===== config.mk =====
export PLATFORM = sky130hd
export DESIGN_NAME = preg_free_list
export DESIGN_NICKNAME = d
export VERILOG_FILES = /design/src/rtl/preg_free_list.sv
export SDC_FILE = /design/constraint.sdc
export NUM_CORES = 1
export LEC_CHECK = 0
export CAP_MARGIN = 15
export CELL_PAD_IN_SITES_DETAIL_PLACEMENT = 0
export CELL_PAD_IN_SITES_GLOBAL_PLACEMENT = 1
export CORE_MARGIN = 5
export CORE_UTILIZATION = 23
export DETAILED_ROUTE_END_ITERATION = 8
export PLACE_DENSITY = 0.45
export SLEW_MARGIN = 15
export SYNTH_ARGS = -nofsm -noshare
export SYNTH_HDL_FRONTEND = slang
export SYNTH_SLANG_ARGS = --single-unit

===== constraint.sdc =====
create_clock -name clk -period 5.3 [get_ports clk]
set_input_delay 1.06 -clock clk [delete_from_list [all_inputs] [get_ports clk]]
set_output_delay 1.06 -clock clk [all_outputs]
set_load 0.005 [all_outputs]

===== src/rtl/preg_free_list.sv =====
// Circular FIFO of free physical register indices between commit (push) and rename (pop).
// P0 backs x0 permanently: it is never handed out and returns of it are ignored.
module preg_free_list #(
  parameter int NUM_PREGS = 64,
  parameter int ARCH_REGS = 32,
  parameter int DEPTH     = NUM_PREGS - ARCH_REGS,
  parameter int PW        = $clog2(NUM_PREGS),
  parameter int CW        = $clog2(DEPTH + 1)
) (
  input  logic          clk,
  input  logic          rst,
  input  logic          alloc_req,
  output logic          alloc_ready,
  output logic [PW-1:0] alloc_preg,
  input  logic          free_valid,
  input  logic [PW-1:0] free_preg,
  output logic [CW-1:0] free_count,
  output logic          overflow_err,
  output logic          underflow_err
);

  localparam int AW = (DEPTH > 1) ? $clog2(DEPTH) : 1;

  logic [PW-1:0] entry_q [DEPTH];
  logic [AW-1:0] head_q, head_d;
  logic [AW-1:0] tail_q, tail_d;
  logic [CW-1:0] count_q, count_d;
  logic          overflow_q, overflow_d;
  logic          underflow_q, underflow_d;

  logic full, empty, pop, eligible, push;

  assign full     = (count_q == CW'(DEPTH));
  assign empty    = (count_q == '0);
  assign pop      = alloc_req && !empty;
  assign eligible = free_valid && (free_preg != '0);
  // A full list still accepts a return when a pop frees a slot in the same cycle.
  assign push     = eligible && (!full || pop);

  always_comb begin
    head_d      = head_q;
    tail_d      = tail_q;
    count_d     = count_q + CW'(push) - CW'(pop);
    overflow_d  = overflow_q  || (eligible && full && !pop);
    underflow_d = underflow_q || (alloc_req && empty);
    if (pop)
      head_d = (head_q == AW'(DEPTH - 1)) ? '0 : head_q + AW'(1);
    if (push)
      tail_d = (tail_q == AW'(DEPTH - 1)) ? '0 : tail_q + AW'(1);
  end

  always_ff @(posedge clk) begin
    if (rst) begin
      head_q      <= '0;
      tail_q      <= '0;
      count_q     <= CW'(DEPTH);
      overflow_q  <= 1'b0;
      underflow_q <= 1'b0;
    end else begin
      head_q      <= head_d;
      tail_q      <= tail_d;
      count_q     <= count_d;
      overflow_q  <= overflow_d;
      underflow_q <= underflow_d;
    end
  end

  // Each slot reloads its reset-time index so the list starts holding P(ARCH_REGS)..P(NUM_PREGS-1).
  for (genvar gi = 0; gi < DEPTH; gi++) begin : g_entry
    always_ff @(posedge clk) begin
      if (rst)
        entry_q[gi] <= PW'(ARCH_REGS + gi);
      else if (push && (tail_q == AW'(gi)))
        entry_q[gi] <= free_preg;
    end
  end

  assign alloc_ready   = !empty;
  assign alloc_preg    = entry_q[head_q];
  assign free_count    = count_q;
  assign overflow_err  = overflow_q;
  assign underflow_err = underflow_q;

endmodule


==> summary.txt <==
Status
  • Outcome: finished clean

Timing
  • Final min period: 4440 ps
  • Clock skew: 32.1 ps
  • Unrepaired setup endpoints after global routing: no
  • Max-slew violation count: 0
  • Period utilization: 0.838
  • Least-Margin Pin Slew: 920 ps
  • Setup violations, final: 0
  • Final Hold Viols: 0
  • Fmax achieved: 0.225 GHz
  • Rel. slew slack: 0.387
  • Fin Setup TNS: 0 ps
  • Final WS setup: 857 ps

Power and ir drop
  • Sequential share of power: 0.435
  • Logic gate share of total power: 0.169
  • Int Power: 3.27 mW
  • Static leakage: 3.79 nW
  • Worst vdd ir: 0.000245 V
  • Power Dens Cells: 375 mW/mm2
  • Clock share of power: 0.396
  • Sw power: 1.28 mW
  • Switching Share: 0.281

Synthesis
  • Synth cell types: 53
  • Synth Cell Area: 0.0105 mm2
  • Syn_nets: 842
  • YS warnings: 0
  • Synth Area per Inst: 12.9 um2
  • Synth Instances: 814
  • Post-synth EDFFs: 192
  • Asr flop ratio synth: 0
  • Dominant synthesized flop cell: edfxtp_1
  • Sequential-to-total area share from yosys stat: 0.594
  • Seq cells post-synth: 215

Global routing
  • Number of global-route vias before repair: 6,760
  • Gr usage total: 0.121
  • Initial antenna violation count: 0
  • Overflow after GRT: 0
  • First-pass GRT wire length: 46,000 um
  • Largest net degree at the start of global routing: 59

Die
  • Starting Density: 0.232
  • Die Wd: 224 um
  • CORE AREA: 0.0453 mm2
  • FP Rows: 78
  • Ports: 25
  • Die height: 224 um
  • Die Footprint: 0.0500 mm2

Worst setup path
  • CP Max Fanout: 16
  • Req. time, crit path: 4240 ps
  • Nature of the critical path startpoint: register
  • Worst R2R Path Depth: 15
  • Critical path type: reg -> out
  • Worst setup EP type: output port
  • WP data arrival: 3380 ps

Route
  • ANT nets after route: 0
  • Vias per inst: 4.63
  • 1st-pass router iterations: 7
  • Vias: 6,645
  • Residual DRC: 0
  • Wire per inst: 21.5 um
  • 1st-iter DRT viols: 504
  • Wirelength, routed: 30,900 um

Run
  • Max-cap violations: 0

Placed design
  • Port bufs: 24
  • Post-DP Area: 0.0113 mm2
  • DP Worst Slack: 1140 ps
  • DPL Wire Length: 19,600 um
  • Final RePlAce weighted congestion: 0.733

Clock network
  • Worst skew pair latency: 560 ps
  • Clk buf depth: 3
  • TritonCTS clock tree: done
  • Post-CTS setup buffer count: 0
  • Cts repair resizes: 0
  • CTS Sinks: 215
  • Reg clk slew, reported paths: 60 ps
  • Root Buffer: clkbuf_16
  • Hold_buf cts: 0
  • Number of buffers created by CTS: 27
  • H-tree depth: 1

Cells and area
  • Commonest non-fill, non-tap cell in the layout: edfxtp_1
  • Fin area: 0.0121 mm2
  • Nets: 842
  • P&R area growth vs syn: 15.8%
  • Most frequent cells in the layout: edfxtp_1 (192), or3_1 (101), and3_1 (88)
  • Ratio of cells with drive above 1 in the final layout: 0.113
  • Fill count: 4,710

Worst hold path
  • Worst min path class: reg -> reg
  • WHS Path Cells: 2
worst max-delay path, cell delays in order, from the launching register on:
cell and delay (ps):
dfxtp_2 720, buf_4 360, mux4_2 570, a221oi_1 500
nand3_1 200, clkdlybuf4s50_1 480
worst paths after layout:
kind | from | to | slack [ps]
max | register | alloc_preg[0] | 860
min | underflow_err | underflow_err | 480
max reg2reg | free_count[2] | free_count[4] | 2030
min reg2reg | underflow_err | underflow_err | 480
per-layer routing:
metal,vias to the layer above,wire [um],track usage
li1,3141,-,-
met1,3333,14700,0.174
met2,134,14200,0.190
met3,37,1380,0.0232
met4,0,614,0.0263
met5,-,0,0
per-stage QoR:
| stage | power, mW | cells | hold slack [ps] | utilization |
|---|---|---|---|---|
| after floorplan | 2.48 | 814 | 455 | - |
| after global placement | 2.81 | 1385 | 469 | 0.249 |
| after detailed placement | 2.80 | 1385 | 465 | 0.249 |
| after CTS | 4.62 | 1435 | 491 | 0.268 |
| after global routing | 4.76 | 1435 | 540 | 0.268 |
| final | 4.55 | 1436 | 480 | 0.268 |
cell usage after synthesis, types with 11 or more instances:
cell type,count,area (um2)
ha_1,17,213
inv_1,17,63.8
mux4_2,24,541
a21oi_1,21,105
nand3b_1,11,82.6
buf_2,12,60.1
dfxtp_1,23,460
nor2_1,15,56.3
a22oi_1,12,90.1
or3_1,101,632
and2_1,12,75.1
edfxtp_1,192,5770
clkbuf_1,49,184
mux2i_1,48,480
and3_1,88,551
o21bai_1,30,225
nand2_1,29,109
nand3_1,28,140
registers in the layout, summed over array words and instances (netlist names), named ones only:
name	count
overflow_err	1
head_q	5
entry_q	192
tail_q	5
free_count	6
underflow_err	1
area by class of cell:
| type | count | area, um2 | share of cell area |
|---|---|---|---|
| Sequential cell | 215 | 6230 | 0.513 |
| Clock buffer | 38 | 757 | 0.0623 |
| Clock inverter | 12 | 100 | 0.00824 |
| Tap cell | 600 | 751 | 0.0618 |
| Antenna cell | 1 | 2.50 | 0.000206 |
| Timing Repair Buffer | 44 | 385 | 0.0317 |
| Multi-Input combinational cell | 508 | 3850 | 0.317 |
| Inverter | 18 | 67.6 | 0.00556 |
cells by family (layout without fill, tap and decap cells):
group                    after synthesis  in the layout  share of synthesized area
AND/OR/NAND/NOR                      321            321                      0.182
flip-flops                           215            215                      0.594
AO/OA/AOI/OAI                         95             95                     0.0642
buffers and inverters                 91            112                     0.0392
multiplexers                          72             72                     0.0973
adder cells (fa/ha/maj)               18             18                     0.0222
XOR/XNOR                               2              2                    0.00167
other                                  0              1                          0
power by group through the flow:
| stage | Sequential [mW] | Combinational, mW | Clock [mW] |
|---|---|---|---|
| floorplan | 1.99 | 0.491 | 0 |
| global placement | 2.02 | 0.788 | 0 |
| detailed placement | 2.02 | 0.778 | 0 |
| CTS | 1.98 | 0.781 | 1.85 |
| global route | 1.99 | 0.854 | 1.91 |
| finish | 1.98 | 0.769 | 1.80 |
(Power assumes the default switching activity.)
